`config.mk`:
```
export PLATFORM = sky130hd
export DESIGN_NAME = dwt_col_fwd
export DESIGN_NICKNAME = d
export VERILOG_FILES = /design/src/rtl/dwt_pkg.sv /design/src/rtl/haar_lane_fwd.sv /design/src/rtl/dwt_col_fwd.sv
export SDC_FILE = /design/constraint.sdc
export NUM_CORES = 1
export LEC_CHECK = 0
export ABC_CLOCK_PERIOD_IN_PS = 19700
export CORE_MARGIN = 3
export CORE_UTILIZATION = 55
export CTS_CLUSTER_SIZE = 24
export DETAILED_ROUTE_END_ITERATION = 10
export GPL_TIMING_DRIVEN = 0
export PLACE_DENSITY = 0.77
export SLEW_MARGIN = 10
export SYNTH_ARGS = -nofsm -noshare
export SYNTH_HDL_FRONTEND = slang
export SYNTH_SLANG_ARGS = --single-unit
```
`constraint.sdc`:
```
create_clock -name clk -period 19.7 [get_ports clk]
set_input_delay 4.925 -clock clk [delete_from_list [all_inputs] [get_ports clk]]
set_output_delay 4.925 -clock clk [all_outputs]
set_load 0.05 [all_outputs]
```
`src/rtl/dwt_pkg.sv`:
```
// Shared widths, pixel/band types and the column-stage state encoding.
package dwt_pkg;

    localparam int LANE_W = 8;
    localparam int LANES  = 8;
    localparam int BEAT_W = LANE_W * LANES;

    typedef logic [LANE_W-1:0]        pix_t;
    typedef logic signed [LANE_W-1:0] band_t;

    typedef enum logic {
        EVEN = 1'b0,
        ODD  = 1'b1
    } col_state_t;

endpackage

```
`src/rtl/haar_lane_fwd.sv`:
```
// One lane of the forward Haar butterfly: L = (e+o)>>1, H = (e-o)>>>1.
module haar_lane_fwd
    import dwt_pkg::*;
(
    input  pix_t  e,
    input  pix_t  o,
    output pix_t  l,
    output band_t h
);

    logic [LANE_W:0] sum;
    logic [LANE_W:0] diff;

    // Widen by one bit so neither the sum carry nor the difference sign is lost.
    always_comb begin
        sum  = {1'b0, e} + {1'b0, o};
        diff = {1'b0, e} - {1'b0, o};
        l    = sum[LANE_W:1];
        h    = band_t'(diff[LANE_W:1]);
    end

endmodule

```
`src/rtl/dwt_col_fwd.sv`:
```
// Forward column Haar stage: buffers each even row, pairs it with the
// following odd row and emits one registered L/H band pair per odd beat.
module dwt_col_fwd
    import dwt_pkg::*;
#(
    parameter int COLS = 8,
    parameter int ROWS = 8
) (
    input  logic              clk,
    input  logic              rst,
    input  logic              in_valid,
    output logic              in_ready,
    input  logic [BEAT_W-1:0] pixel_in,
    output logic              out_valid,
    input  logic              out_ready,
    output logic [BEAT_W-1:0] lo_out,
    output logic [BEAT_W-1:0] hi_out,
    output logic              frame_done
);

    localparam int CNT_W = (COLS > 1) ? $clog2(COLS) : 1;
    localparam int PAIRS = ROWS / 2;
    localparam int PAIR_W = (PAIRS > 1) ? $clog2(PAIRS) : 1;
    localparam logic [CNT_W-1:0]  COL_LAST  = CNT_W'(COLS - 1);
    localparam logic [PAIR_W-1:0] PAIR_LAST = PAIR_W'(PAIRS - 1);

    // Even-row storage; each entry is rewritten before the odd row reads it.
    logic [BEAT_W-1:0] rowbuf_q [COLS];

    col_state_t        state_q, state_d;
    logic [CNT_W-1:0]  col_cnt_q, col_cnt_d;
    logic [PAIR_W-1:0] pair_cnt_q, pair_cnt_d;
    logic              out_valid_q, out_valid_d;
    logic [BEAT_W-1:0] lo_q, lo_d;
    logic [BEAT_W-1:0] hi_q, hi_d;
    logic              frame_done_q, frame_done_d;

    logic [BEAT_W-1:0] even_beat;
    logic [BEAT_W-1:0] lo_calc;
    logic [BEAT_W-1:0] hi_calc;
    logic              xfer;
    logic              rowbuf_we;

    assign even_beat = rowbuf_q[col_cnt_q];

    generate
        for (genvar gi = 0; gi < LANES; gi++) begin : g_lane
            haar_lane_fwd u_lane (
                .e (even_beat[gi*LANE_W +: LANE_W]),
                .o (pixel_in[gi*LANE_W +: LANE_W]),
                .l (lo_calc[gi*LANE_W +: LANE_W]),
                .h (hi_calc[gi*LANE_W +: LANE_W])
            );
        end
    endgenerate

    // Even rows never stall; odd rows stall only when the output slot is occupied and not draining.
    always_comb begin
        in_ready  = (state_q == EVEN) ? 1'b1 : (!out_valid_q || out_ready);
        xfer      = in_valid && in_ready;
        rowbuf_we = xfer && (state_q == EVEN);
    end

    // Next-state: column/pair counters, row parity and the output slot.
    always_comb begin
        state_d      = state_q;
        col_cnt_d    = col_cnt_q;
        pair_cnt_d   = pair_cnt_q;
        out_valid_d  = out_valid_q;
        lo_d         = lo_q;
        hi_d         = hi_q;
        frame_done_d = 1'b0;

        if (out_valid_q && out_ready) begin
            out_valid_d = 1'b0;
        end

        if (xfer) begin
            col_cnt_d = (col_cnt_q == COL_LAST) ? '0 : col_cnt_q + 1'b1;
            if (state_q == EVEN) begin
                if (col_cnt_q == COL_LAST) begin
                    state_d = ODD;
                end
            end else begin
                lo_d        = lo_calc;
                hi_d        = hi_calc;
                out_valid_d = 1'b1;
                if (col_cnt_q == COL_LAST) begin
                    state_d = EVEN;
                    if (pair_cnt_q == PAIR_LAST) begin
                        pair_cnt_d   = '0;
                        frame_done_d = 1'b1;
                    end else begin
                        pair_cnt_d = pair_cnt_q + 1'b1;
                    end
                end
            end
        end
    end

    // Control and output registers; reset aborts the frame and drops any pending pair.
    always_ff @(posedge clk or posedge rst) begin
        if (rst) begin
            state_q      <= EVEN;
            col_cnt_q    <= '0;
            pair_cnt_q   <= '0;
            out_valid_q  <= 1'b0;
            lo_q         <= '0;
            hi_q         <= '0;
            frame_done_q <= 1'b0;
        end else begin
            state_q      <= state_d;
            col_cnt_q    <= col_cnt_d;
            pair_cnt_q   <= pair_cnt_d;
            out_valid_q  <= out_valid_d;
            lo_q         <= lo_d;
            hi_q         <= hi_d;
            frame_done_q <= frame_done_d;
        end
    end

    // Row buffer write port, no reset needed since contents are written before use.
    always_ff @(posedge clk) begin
        if (rowbuf_we) begin
            rowbuf_q[col_cnt_q] <= pixel_in;
        end
    end

    assign out_valid  = out_valid_q;
    assign lo_out     = lo_q;
    assign hi_out     = hi_q;
    assign frame_done = frame_done_q;

endmodule
```
* After elaboration in Yosys (flattened, before gate mapping)
Memory sizes are Yosys's and may differ from the RTL's. Index checks and enable logic that the tools add are counted.
Word-level totals: memories 1, input bits 68, RAM bits 512, flip-flop bits (word level) 136
Cells by class: add/subtract/negate cells 18, equality and inequality tests 2, bitwise gates (word level) 1, reduce and logical (&&, ||, !) cells 7, multiplexer cells 15
Memories:
- rowbuf_q | words 8, bits a word 64, read ports 1, clocked after Yosys merged registers in 0, wr ports 1, RTL line dwt_col_fwd.sv:28 | logic [BEAT_W-1:0] rowbuf_q [COLS];
Operators by type and width (count):
- $add 8x8->9 | 8
- $sub 8x8->9 | 8
- $mux 1 | 13
- $add 3x1->3 const B | 1
- $eq 3x3->1 const B | 1
- $logic_and 1x1->1 | 3
- $mux 3 | 1
- $reduce_and 3->1 | 1
- $add 2x1->2 const B | 1
- $eq 2x2->1 const B | 1
- $mux 2 | 1
- $reduce_and 2->1 | 1
- $logic_not 1->1 | 1
- $logic_or 1x1->1 | 1
- $not 1->1 | 1

* Depth between registers and ports, before layout
depth after elaboration 7, mapped depth 17, depth with buffers taken out 14

* By module
A second synthesis with hierarchy kept.
Unflattened totals: cells, all modules 2047, area total of the unflattened synthesis 30598.1 um^2
By module, submodules not included:
- dwt_col_fwd | area an instance 24532.3 um^2, times used 1, cells an instance 1263
- haar_lane_fwd | area an instance 758.2 um^2, times used 8, cells an instance 98

* Least setup slack after synthesis
OpenSTA, ideal clock, no wires.
kind input to register, start in in_valid, end mem rowbuf_q[0][0] in the netlist's numbering (enable), buffers on the path 1, setup slack 7.858 ns, data required time 19.056 ns, stages 3, data arrival time 11.198 ns, path through nand2b_1 > buf_1 > nor4_1
Between the ends: word-level cells in the longest chain between the ends 4
Ends and longest elaborated chain:
- start: declaration | RTL line dwt_col_fwd.sv:11 | input logic in_valid,
- $logic_and 1x1->1 | RTL line dwt_col_fwd.sv:60 | xfer = in_valid && in_ready;
- $logic_and 1x1->1 | RTL line dwt_col_fwd.sv:61 | rowbuf_we = xfer && (state_q == EVEN);
- $mux 1 | RTL line dwt_col_fwd.sv:124 | if (rowbuf_we) begin
- $mux 1 (implied by the code) | RTL line dwt_col_fwd.sv:125 | rowbuf_q[col_cnt_q] <= pixel_in;
- end: declaration | RTL line dwt_col_fwd.sv:28
No other way between the ends.

* Worst setup path in the final report
start in out_ready, end out in_ready
Between the ends: word-level cells in the longest chain between the ends 2
Ends and longest elaborated chain:
- start: declaration | RTL line dwt_col_fwd.sv:15 | input logic out_ready,
- $logic_or 1x1->1 | RTL line dwt_col_fwd.sv:59 | in_ready = (state_q == EVEN) ? 1'b1 : (!out_valid_q || out_ready);
- $mux 1 | RTL line dwt_col_fwd.sv:59
- end: declaration | RTL line dwt_col_fwd.sv:12 | output logic in_ready,
No other way between the ends.

==> results.json <==
{
  "ant_nets": 0,
  "cts.sinks": 648,
  "syn-instance-count": 2141,
  "asyncSetResetFlopFracSynth_pct": 21.0,
  "worstSetupEndpointType": "output pin",
  "worstPathMaxFanout": 2,
  "drt-vias-per-instance": 6.45,
  "ys_ff_latch": 648,
  "hpwl_microns": 64200,
  "sw_share_pct": 45.1,
  "iteration_count_of_the_initial_detailed_routing_pass": 5,
  "floorplan.initialDensity_pct": 56.3,
  "synth_area_sq_um": 29200,
  "period_share_pct": 57.2,
  "setup-tns-final_ns": 0,
  "final_hold_viol_count": 0,
  "port_buffers": 198,
  "ir_worst_vdd_mv": 0.116,
  "gpl.final_weighted_congestion": 0.898,
  "comb_power_share_pct": 54.1,
  "cts.repair_timing.setup_buffer_count": 0,
  "fp.dieArea_sq_um": 55900,
  "pre_cts_slack_ns": 8.45,
  "worstSetupStartpointType": "input pin",
  "layout.cells.most_common": "edfxtp_1",
  "seq_area_frac_synth_pct": 64.3,
  "power_density_nw_per_um2": 194,
  "synthFlopType": "edfxtp_1",
  "final.setup.worst_slack_ns": 8.44,
  "multiInputGateArea_sq_um": 9520,
  "holdBufCountCts": 0,
  "p_r_area_growth_vs_syn_pct": 20.0,
  "grt_first_pass_wirelength_microns": 135000,
  "cts_buffer_depth": 3,
  "outcome": "completed",
  "share_seq_of_total_power_pct": 26.9,
  "detailedRoute.firstIterationViolations": 2966,
  "synthDistinctLibCells": 73,
  "part_of_the_total_power_dissipated_in_the_clock_network_pct": 19.0,
  "wirelength_microns": 92700,
  "finalSetupViolCount": 0,
  "seq_area_sq_um": 18800,
  "route.detailed.drc": 0,
  "wl_per_cell_microns": 28.7,
  "finish.utilization_pct": 67.5,
  "postSynthAreaPerCell_sq_um": 13.6,
  "power.switching_uw": 3070,
  "fmax_ghz": 0.0888,
  "worst-endpoint-required_ns": 14.78,
  "slew_headroom_pct": 5.05,
  "die_w_microns": 236,
  "grt_pass1_vias": 20500,
  "io-pin-count": 199,
  "worst_setup_hold_path_clk_slew_ns": 0.06,
  "tightest_slew_ns": 1.42,
  "edff_count_synth": 512,
  "core_region_area_sq_um": 51900,
  "grt_start_max_net_pins": 82,
  "final_max_slew_viol_count": 0,
  "period_minus_slack_ns": 11.26,
  "synth-warning-count": 0,
  "cts_tree": "built",
  "worstPathArrival_ns": 6.34,
  "final_std_cells_w_o_fill": 3231,
  "nets": 2701,
  "number_of_fillers_in_the_final_layout": 3569,
  "leakagePower_uw": 0.0133,
  "final.hold.worst_slack_ns": 0.476,
  "timing.setup.critical_path_class": "in -> out",
  "drv_cap": 0,
  "most-common-layout-cells": "edfxtp_1, clkdlybuf4s50_1, nand2_1, dfrtp_1, o21ai_0",
  "syn_nets": 2347,
  "rsz_0062_raised_after_global_routing": "false",
  "clock-skew-final_ns": 0.0378,
  "ctsRootBufferMaster": "clkbuf_16",
  "fp.dieH_microns": 236,
  "clock_tree.htree_level_count": 3,
  "worstSkewPairLatency_ns": 0.62,
  "layout-drive-gt1-share_pct": 13.2,
  "grt_usage_pct": 32.7,
  "initial_antenna_violation_count": 3,
  "holdCritPathClass": "reg -> reg",
  "grt_overflow": 0,
  "tritoncts.num_buffers": 68,
  "cts.repair.resized": 0,
  "placed_cells_incl_taps": 3105,
  "p_int_uw": 3730,
  "detailroute.via_count": 20800,
  "rows": 83
}
-- flip-flops by register name, indices dropped and copies added, names as in the netlist --
signal,flops
rowbuf_q,512
hi_out,64
lo_out,64
col_cnt_q,3
pair_cnt_q,2
frame_done,1
out_valid,1
state_q,1
-- critical path, stage by stage --
cell             delay, ns
clkdlybuf4s50_1       0.48
nand3b_1              0.13
clkdlybuf4s50_1       0.81
-- synth_stat cells (all sizes together), types with 11 or more instances --
master | number | area (sq um)
xnor2 | 61 | 534
a21o | 28 | 210
edfxtp | 512 | 15400
a221oi | 89 | 798
mux2i | 53 | 531
ha | 122 | 1530
o22ai | 20 | 144
clkbuf | 84 | 315
or3 | 11 | 68.8
nor3 | 38 | 200
buf | 37 | 208
a31oi | 11 | 68.8
a21oi | 81 | 417
a22oi | 48 | 360
o21bai | 19 | 143
o21a | 14 | 105
nand2 | 149 | 562
a22o | 14 | 123
o21ai | 164 | 825
nor2b | 13 | 81.3
nor2 | 84 | 330
fa | 16 | 320
inv | 115 | 432
dfrtp | 136 | 3400
o221ai | 11 | 103
xor2 | 31 | 272
mux2 | 62 | 698
nand2b | 12 | 90.1
-- layout make-up --
type / count / share of cell area (%)
flip-flops and latches: 648 / 53.6
multi-input cells: 1256 / 27.2
repair buffers: 284 / 7.74
clock buffers: 91 / 5.31
well taps: 680 / 2.43
plain buffers: 121 / 1.51
inverters: 116 / 1.26
clock inverters: 34 / 1.01
diodes: 1 / 0.00714
-- power groups by stage --
stage / registers [uW] / clock network (uW) / logic, uW
after global placement: 1890 / 0 / 3480
final: 1830 / 1290 / 3680
after detailed placement: 1850 / 0 / 3590
after global routing: 1850 / 1350 / 3900
after floorplan: 2290 / 0 / 1940
after CTS: 1830 / 1290 / 3620
-- final timing paths --
kind | slack, ns | cells after the start | start | end
setup / recovery | 8.44 | 3 | out_ready | in_ready
hold / removal | 0.48 | 2 | hi_out[32]$_DFFE_PP0P_ | hi_out[32]$_DFFE_PP0P_
setup reg to reg | 14.38 | 14 | col_cnt_q[2]$_DFFE_PP0P_ | hi_out[15]$_DFFE_PP0P_
hold reg to reg | 0.48 | 2 | hi_out[32]$_DFFE_PP0P_ | hi_out[32]$_DFFE_PP0P_
max in group asynchronous | 14.07 | 3 | rst | lo_out[28]$_DFFE_PP0P_
min in group asynchronous | 4.77 | 2 | rst | hi_out[44]$_DFFE_PP0P_
-- cells by family after synthesis --
| kind of cell | synth area share [%] |
|---|---|
| AO/OA/AOI/OAI | 13.0 |
| XOR/XNOR | 2.76 |
| flip-flops | 64.3 |
| AND/OR/NAND/NOR | 5.78 |
| adder cells (fa/ha/maj) | 6.32 |
| multiplexers | 4.59 |
| buffers and inverters | 3.28 |
-- metal layers --
layer,track usage (%),part of all wire [%],vias to the layer above
met5,0,0,-
met4,15.5,4.8,0
met3,7.39,12,267
met2,51.3,47,1475
met1,43.5,37,10300
li1,-,-,8763
-- metrics by stage --
stage               total power, uW  cell area, sq um
finish                         6800             35100
CTS                            6740             35100
global route                   7100             35100
detailed placement             5450             32800
floorplan                      4230             29200
global placement               5360             32000
No activity file was read; power rests on OpenSTA's default activity.
